--- src/rtl/miriscv_mdu_pkg.sv ---
// Shared definitions for the multiply/divide unit.
// Contents:
//   MDU_XLEN        - datapath width (only 32 is supported)
//   MDU_OP_W        - width of the decoder's MDU operation code
//   mdu_op_e        - MDU operation encoding (MUL..REMU)
//   mdu_div_state_e - iterative divider state (IDLE, ITER, DONE)
//   MDU_DIV_CNT_W   - divider iteration counter width
//   MDU_DIV_ZERO_Q  - quotient returned for a divide by zero
package miriscv_mdu_pkg;

  localparam int MDU_XLEN = 32;
  localparam int MDU_OP_W = 3;

  // Bit 2 marks divide/remainder ops, bit 1 (with bit 2) marks remainder,
  // bit 0 (with bit 2) marks the unsigned variants.
  typedef enum logic [MDU_OP_W-1:0] {
    MDU_MUL    = 3'd0,
    MDU_MULH   = 3'd1,
    MDU_MULHSU = 3'd2,
    MDU_MULHU  = 3'd3,
    MDU_DIV    = 3'd4,
    MDU_DIVU   = 3'd5,
    MDU_REM    = 3'd6,
    MDU_REMU   = 3'd7
  } mdu_op_e;

  typedef enum logic [1:0] {
    IDLE = 2'd0,
    ITER = 2'd1,
    DONE = 2'd2
  } mdu_div_state_e;

  localparam int MDU_DIV_CNT_W = $clog2(MDU_XLEN);

  localparam logic [MDU_XLEN-1:0] MDU_DIV_ZERO_Q = '1;

endpackage

--- src/rtl/miriscv_div_iter.sv ---
// Unsigned radix-2 restoring divider core.
// Ports:
//   clk_i, arst_i  - clock, asynchronous active-high reset
//   start_i        - accept dividend/divisor (only acted on in IDLE)
//   kill_i         - abort; returns to IDLE on the next edge
//   dividend_i     - unsigned dividend
//   divisor_i      - unsigned divisor (non-zero)
//   idle_o         - core is in IDLE
//   busy_o         - core is iterating (ITER)
//   done_o         - quo_o/rem_o hold the final result (DONE)
//   quo_o, rem_o   - quotient and remainder registers
module miriscv_div_iter
  import miriscv_mdu_pkg::*;
#(
  parameter int XLEN = MDU_XLEN
) (
  input  logic            clk_i,
  input  logic            arst_i,
  input  logic            start_i,
  input  logic            kill_i,
  input  logic [XLEN-1:0] dividend_i,
  input  logic [XLEN-1:0] divisor_i,
  output logic            idle_o,
  output logic            busy_o,
  output logic            done_o,
  output logic [XLEN-1:0] quo_o,
  output logic [XLEN-1:0] rem_o
);

  mdu_div_state_e           state_q, state_d;
  logic [MDU_DIV_CNT_W-1:0] cnt_q;
  logic [XLEN-1:0]          rem_q, quo_q, div_q;
  logic [XLEN:0]            rem_shift, trial;

  // {rem,quo} shifted left by one; the extra top bit keeps the partial
  // remainder exact when it reaches 2^(XLEN-1) or more.
  assign rem_shift = {rem_q, quo_q[XLEN-1]};
  assign trial     = rem_shift - {1'b0, div_q};

  always_comb begin
    // NOTE: default assignment first so every path drives state_d and no latch is inferred.
    state_d = state_q;
    if (kill_i) begin
      state_d = IDLE;
    end else begin
      case (state_q)
        IDLE:    if (start_i) state_d = ITER;
        ITER:    if (cnt_q == '0) state_d = DONE;
        DONE:    state_d = IDLE;
        default: state_d = IDLE;
      endcase
    end
  end

  // NOTE: sequential state is updated with non-blocking assignments only.
  always_ff @(posedge clk_i or posedge arst_i) begin
    if (arst_i) begin
      state_q <= IDLE;
      cnt_q   <= '0;
      rem_q   <= '0;
      quo_q   <= '0;
      div_q   <= '0;
    end else begin
      state_q <= state_d;
      if (state_q == IDLE && start_i && !kill_i) begin
        cnt_q <= MDU_DIV_CNT_W'(XLEN - 1);
        rem_q <= '0;
        quo_q <= dividend_i;
        div_q <= divisor_i;
      end else if (state_q == ITER && !kill_i) begin
        cnt_q <= cnt_q - MDU_DIV_CNT_W'(1);
        // A clear sign bit on the trial means the divisor fits: restore is skipped.
        if (!trial[XLEN]) begin
          rem_q <= trial[XLEN-1:0];
          quo_q <= {quo_q[XLEN-2:0], 1'b1};
        end else begin
          rem_q <= rem_shift[XLEN-1:0];
          quo_q <= {quo_q[XLEN-2:0], 1'b0};
        end
      end
    end
  end

  assign idle_o = (state_q == IDLE);
  assign busy_o = (state_q == ITER);
  assign done_o = (state_q == DONE);
  assign quo_o  = quo_q;
  assign rem_o  = rem_q;

endmodule

--- src/rtl/miriscv_mdu.sv ---
// Execute-stage multiply/divide unit.
// Multiplies complete combinationally; divides/remainders use the iterative
// core and stall the pipeline for 33 cycles (result in the 34th cycle).
// Ports:
//   clk_i, arst_i   - clock, asynchronous active-high reset
//   mdu_req_i       - MDU instruction present in execute
//   mdu_op_i        - operation code (mdu_op_e)
//   mdu_port_a_i    - rs1 (multiplicand / dividend)
//   mdu_port_b_i    - rs2 (multiplier / divisor)
//   mdu_kill_i      - pipeline flush, aborts an in-flight divide
//   mdu_stall_o     - stall request to the pipeline
//   mdu_result_o    - result, valid when mdu_req_i=1 and mdu_stall_o=0
module miriscv_mdu
  import miriscv_mdu_pkg::*;
#(
  parameter int XLEN = MDU_XLEN
) (
  input  logic                clk_i,
  input  logic                arst_i,
  input  logic                mdu_req_i,
  input  logic [MDU_OP_W-1:0] mdu_op_i,
  input  logic [XLEN-1:0]     mdu_port_a_i,
  input  logic [XLEN-1:0]     mdu_port_b_i,
  input  logic                mdu_kill_i,
  output logic                mdu_stall_o,
  output logic [XLEN-1:0]     mdu_result_o
);

  localparam logic [XLEN-1:0] INT_MIN = {1'b1, {(XLEN-1){1'b0}}};

  // Operation decode
  logic is_div, is_rem, div_signed, a_signed_mul, b_signed_mul;

  assign is_div       = mdu_op_i[2];
  assign is_rem       = mdu_op_i[2] & mdu_op_i[1];
  assign div_signed   = mdu_op_i[2] & ~mdu_op_i[0];
  assign a_signed_mul = (mdu_op_i == MDU_MULH) || (mdu_op_i == MDU_MULHSU);
  assign b_signed_mul = (mdu_op_i == MDU_MULH);

  // Multiply: 33x33 signed product; the low 2*XLEN bits are all that is needed.
  logic signed [XLEN:0]     mul_a, mul_b;
  logic signed [2*XLEN-1:0] mul_prod;
  logic [XLEN-1:0]          mul_res;

  assign mul_a    = {a_signed_mul & mdu_port_a_i[XLEN-1], mdu_port_a_i};
  assign mul_b    = {b_signed_mul & mdu_port_b_i[XLEN-1], mdu_port_b_i};
  assign mul_prod = (2*XLEN)'(mul_a) * (2*XLEN)'(mul_b);
  assign mul_res  = (mdu_op_i == MDU_MUL) ? mul_prod[XLEN-1:0] : mul_prod[2*XLEN-1:XLEN];

  // Divide operand preparation and fast-path detection
  logic            b_zero, div_ovf, a_neg, b_neg;
  logic [XLEN-1:0] a_abs, b_abs;

  assign b_zero  = (mdu_port_b_i == '0);
  assign div_ovf = div_signed && (mdu_port_a_i == INT_MIN) && (mdu_port_b_i == '1);
  assign a_neg   = div_signed & mdu_port_a_i[XLEN-1];
  assign b_neg   = div_signed & mdu_port_b_i[XLEN-1];
  assign a_abs   = a_neg ? -mdu_port_a_i : mdu_port_a_i;
  assign b_abs   = b_neg ? -mdu_port_b_i : mdu_port_b_i;

  logic            div_idle, div_busy, div_done, div_start;
  logic [XLEN-1:0] div_quo, div_rem;

  assign div_start = mdu_req_i && is_div && !b_zero && !div_ovf && !mdu_kill_i && div_idle;

  miriscv_div_iter #(
    .XLEN (XLEN)
  ) u_div_iter (
    .clk_i      (clk_i),
    .arst_i     (arst_i),
    .start_i    (div_start),
    .kill_i     (mdu_kill_i),
    .dividend_i (a_abs),
    .divisor_i  (b_abs),
    .idle_o     (div_idle),
    .busy_o     (div_busy),
    .done_o     (div_done),
    .quo_o      (div_quo),
    .rem_o      (div_rem)
  );

  // Result sign flags; both stay 0 for unsigned divides.
  logic quo_neg_q, rem_neg_q;

  always_ff @(posedge clk_i or posedge arst_i) begin
    if (arst_i) begin
      quo_neg_q <= 1'b0;
      rem_neg_q <= 1'b0;
    end else if (div_start) begin
      quo_neg_q <= a_neg ^ b_neg;
      rem_neg_q <= a_neg;
    end
  end

  // Stall is gated by reset so it drops asynchronously mid-divide.
  assign mdu_stall_o = !arst_i && !mdu_kill_i && (div_start || div_busy);

  always_comb begin
    mdu_result_o = '0;
    if (!arst_i && mdu_req_i && !mdu_kill_i) begin
      if (!is_div) begin
        mdu_result_o = mul_res;
      end else if (div_done) begin
        if (is_rem) mdu_result_o = rem_neg_q ? -div_rem : div_rem;
        else        mdu_result_o = quo_neg_q ? -div_quo : div_quo;
      end else if (div_idle) begin
        if (b_zero)       mdu_result_o = is_rem ? mdu_port_a_i : MDU_DIV_ZERO_Q;
        else if (div_ovf) mdu_result_o = is_rem ? '0 : mdu_port_a_i;
      end
    end
  end

endmodule

--- config.mk ---
export PLATFORM = sky130hd
export DESIGN_NAME = miriscv_mdu
export DESIGN_NICKNAME = d
export VERILOG_FILES = /design/src/rtl/miriscv_mdu_pkg.sv /design/src/rtl/miriscv_div_iter.sv /design/src/rtl/miriscv_mdu.sv
export SDC_FILE = /design/constraint.sdc
export NUM_CORES = 2
export LEC_CHECK = 0
export CAP_MARGIN = 5
export CORE_MARGIN = 2
export CORE_UTILIZATION = 45
export CTS_BUF_LIST = sky130_fd_sc_hd__clkbuf_4 sky130_fd_sc_hd__clkbuf_8
export DETAILED_ROUTE_END_ITERATION = 8
export HOLD_SLACK_MARGIN = 0.08
export PLACE_DENSITY = 0.58
export REMOVE_ABC_BUFFERS = 1
export SLEW_MARGIN = 15
export SYNTH_ARGS = -nofsm -noshare
export SYNTH_HDL_FRONTEND = slang
export SYNTH_HIERARCHICAL = 1
export SYNTH_SLANG_ARGS = --single-unit
--- constraint.sdc ---
create_clock -name clk_i -period 34.4 [get_ports clk_i]
set_input_delay 6.88 -clock clk_i [delete_from_list [all_inputs] [get_ports clk_i]]
set_output_delay 6.88 -clock clk_i [all_outputs]
set_load 0.02 [all_outputs]
==> impl_metrics.csv <==
group,metric,value,unit
status,status,"complete, no violations",
sta,timing.clock.skew,31.9,ps
detailed_routing,remaining_antenna_violation_count_after_routing,0,
clock_tree,ctsResizeCount,0,
floorplanning,initial_utilization,45.4,%
placed_design,detailedPlacementHpwl,112000,um
placed_design,dp.cells,6961,
synthesis,synth_cells,5740,
clock_tree,clkLatencyLatePin,410,ps
setup_path,critPathLaunchType,"primary input",
floorplanning,die_area,111000,sq um
synthesis,ys_warn_count,6,
finish,finish.cell_count_without_fillers,6980,
setup_path,cp.required,27520,ps
detailed_routing,drtPass1Iterations,6,
clock_tree,cts.sinks,105,
grt,largest_net_degree_at_the_start_of_global_routing,67,
detailed_routing,vias,38200,
sta,totalNegativeSetupSlack,0,ps
clock_tree,htree_num_levels,3,
floorplanning,std_cell_core_area,107000,sq um
sta,tightestPinTransition,1370,ps
run,cap_viol_max_count,0,
setup_path,timing_worst_setup_path_type,"primary input to primary output",
grt,grt_util_all_layers,27.5,%
sta,maxClockFrequency,41.8,MHz
detailed_routing,avgRoutedWirePerCell,21.1,um
finish,final_layout_size_suffix_gt1_share,3.35,%
clock_tree,tritoncts,"done",
setup_path,crit_path_frequent_cell,"fa_1",
placed_design,routabilityCongestion,0.936,
floorplanning,die_width,333,um
finish,net_total_in_the_final_layout,7017,
hold_path,min-delay-path-class,"register to register",
placed_design,placement.cell_area,50400,sq um
detailed_routing,drt-initial-drc-count,3077,
detailed_routing,drt_wl_total,147000,um
detailed_routing,via_density,5.47,
sta,final_hold_viol_count,0,
finish,filler_cell_count,10600,
synthesis,syn-cell-area,48700,sq um
sta,relSlewSlack,8.50,%
synthesis,synth_sequential_area_ratio,5.39,%
grt,gr-total-overflow,0,
clock_tree,clk_path_buf_depth,2,
grt,grt_pass1_wl,235000,um
setup_path,worstSetupEndpointType,"primary output",
finish,final_common_cell,"inv_1",
clock_tree,cts_hold_buf,0,
detailed_routing,route.detailed.drc,0,
finish,postLayoutCellArea,50700,sq um
synthesis,synth.ff_latch_count,105,
clock_tree,worst_setup_hold_path_clk_slew,120,ps
clock_tree,post-cts-setup-buffers,0,
sta,period_share,69.5,%
sta,setup_viol_count_final,0,
finish,area_delta_synth_final,3.99,%
sta,timing.final.crit_period,23900,ps
setup_path,crit_slowest_cell,"fa_1",
synthesis,yosys_most_used_dff,"dfrtp_1",
placed_design,pre_cts_ws,10490,ps
synthesis,asyncSetResetFlopFracSynth,100,%
setup_path,critical_path_peak_fanout,32,
sta,post-route-worst-setup-slack,10500,ps
sta,rsz0062_at_grt,"no",
placed_design,io_buffer_count,103,
finish,final_cell_mix,"inv_1 (1242), fa_1 (1126), nand2_1 (1026)",
synthesis,synth_edf_count,0,
clock_tree,cts_root_buf,"clkbuf_8",
synthesis,syn_avg_cell_area,8.49,sq um
floorplanning,fp-row-count,120,
floorplanning,dieHeight,333,um
setup_path,crit_path_max_incr_delay,760,ps
clock_tree,cts_inserted_buffers,9,
setup_path,worstPathArrival,17020,ps
synthesis,synth_unique_cells,83,
grt,via_count_of_the_first_global_routing_pass,40300,
floorplanning,io_pins,104,
sta,timing_max_transition_violations_final,0,
grt,initial_antenna_violation_count,11,
==> Yosys cell counts, drive strengths merged (28+ instances only) <==
cell    count  area [sq um]
mux2i      28           280
inv      1243          4670
o211ai     33           248
buf        82           372
nand3      64           320
clkbuf    278          1040
o31ai      32           254
fa       1126         22500
and2      318          1990
xnor2     121          1060
nor2      167           627
nand2    1027          3850
ha        251          3140
o21ai     206          1030
xor2       96           841
a31oi      51           334
nor3       30           150
a21o       42           315
a21oi     145           726
dfrtp     105          2630
==> final cells by class <==
class | instances | area [sq um] | share of cell area (%)
diodes | 3 | 7.51 | 0.0148
clock buffers | 9 | 124 | 0.244
clock inverters | 7 | 80.1 | 0.158
inverters | 1243 | 4670 | 9.21
multi-input cells | 4032 | 40000 | 79.0
flip-flops and latches | 105 | 2630 | 5.19
well taps | 1403 | 1760 | 3.46
repair buffers | 178 | 1350 | 2.67
==> registers in the layout (all words and copies together), names as in the netlist <==
signal	cells
u_div_iter/div_q	32
u_div_iter/cnt_q	5
u_div_iter/state_q	2
rem_neg_q	1
quo_neg_q	1
u_div_iter/rem_o	32
u_div_iter/quo_o	32
==> final timing paths <==
| path | start | endpoint | slack [ps] | depth (start not counted) |
|---|---|---|---|---|
| min in group asynchronous | arst_i | quo_neg_q$_DFFE_PP0P_ | 6870 | 2 |
| max in group asynchronous | arst_i | u_div_iter/div_q[19]$_DFFE_PP0P_ | 26060 | 3 |
| setup reg to reg | u_div_iter/quo_o[31]$_DFFE_PP0P_ | u_div_iter/rem_o[12]$_DFFE_PP0P_ | 30130 | 14 |
| hold / removal | u_div_iter/div_q[0]$_DFFE_PP0P_ | u_div_iter/div_q[0]$_DFFE_PP0P_ | 540 | 2 |
| setup / recovery | mdu_op_i[0] | mdu_result_o[29] | 10500 | 30 |
| hold reg to reg | u_div_iter/div_q[0]$_DFFE_PP0P_ | u_div_iter/div_q[0]$_DFFE_PP0P_ | 540 | 2 |
==> layer usage <==
layer / share of wire [%] / wire length (um) / track usage, %
met5: 0.018 / 27 / 0
met1: 42 / 62200 / 38.1
met3: 7.9 / 11700 / 4.45
met2: 47 / 69800 / 45.3
met4: 2.4 / 3590 / 6.30
==> cell families after synthesis <==
family / count (synthesis) / share of synthesized area, %
mux: 31 / 0.645
flops: 105 / 5.39
compound gates: 653 / 8.56
fa+ha+maj: 1377 / 52.7
simple gates: 1754 / 16.3
buf+inv: 1603 / 12.5
xor+xnor: 217 / 3.90
==> through the flow <==
step	hold slack, ps	utilization [%]
after floorplan	450	-
after global routing	542	47.3
after global placement	503	47.1
after CTS	538	47.2
final	535	47.3
after detailed placement	502	47.1
==> critical path: cells and delay by family <==
family / cells / cell delay [ps]
AOI/OAI and AO/OA: 3 / 580
xor gates and xnor gates: 1 / 330
adders and majority gates: 9 / 4990
buffers and inverters: 10 / 2650
and+or+nand+nor: 7 / 1560
Power is left out: the tool's default activity adds up to more than one toggle a clock period on the data nets, which glitch-free logic cannot reach.
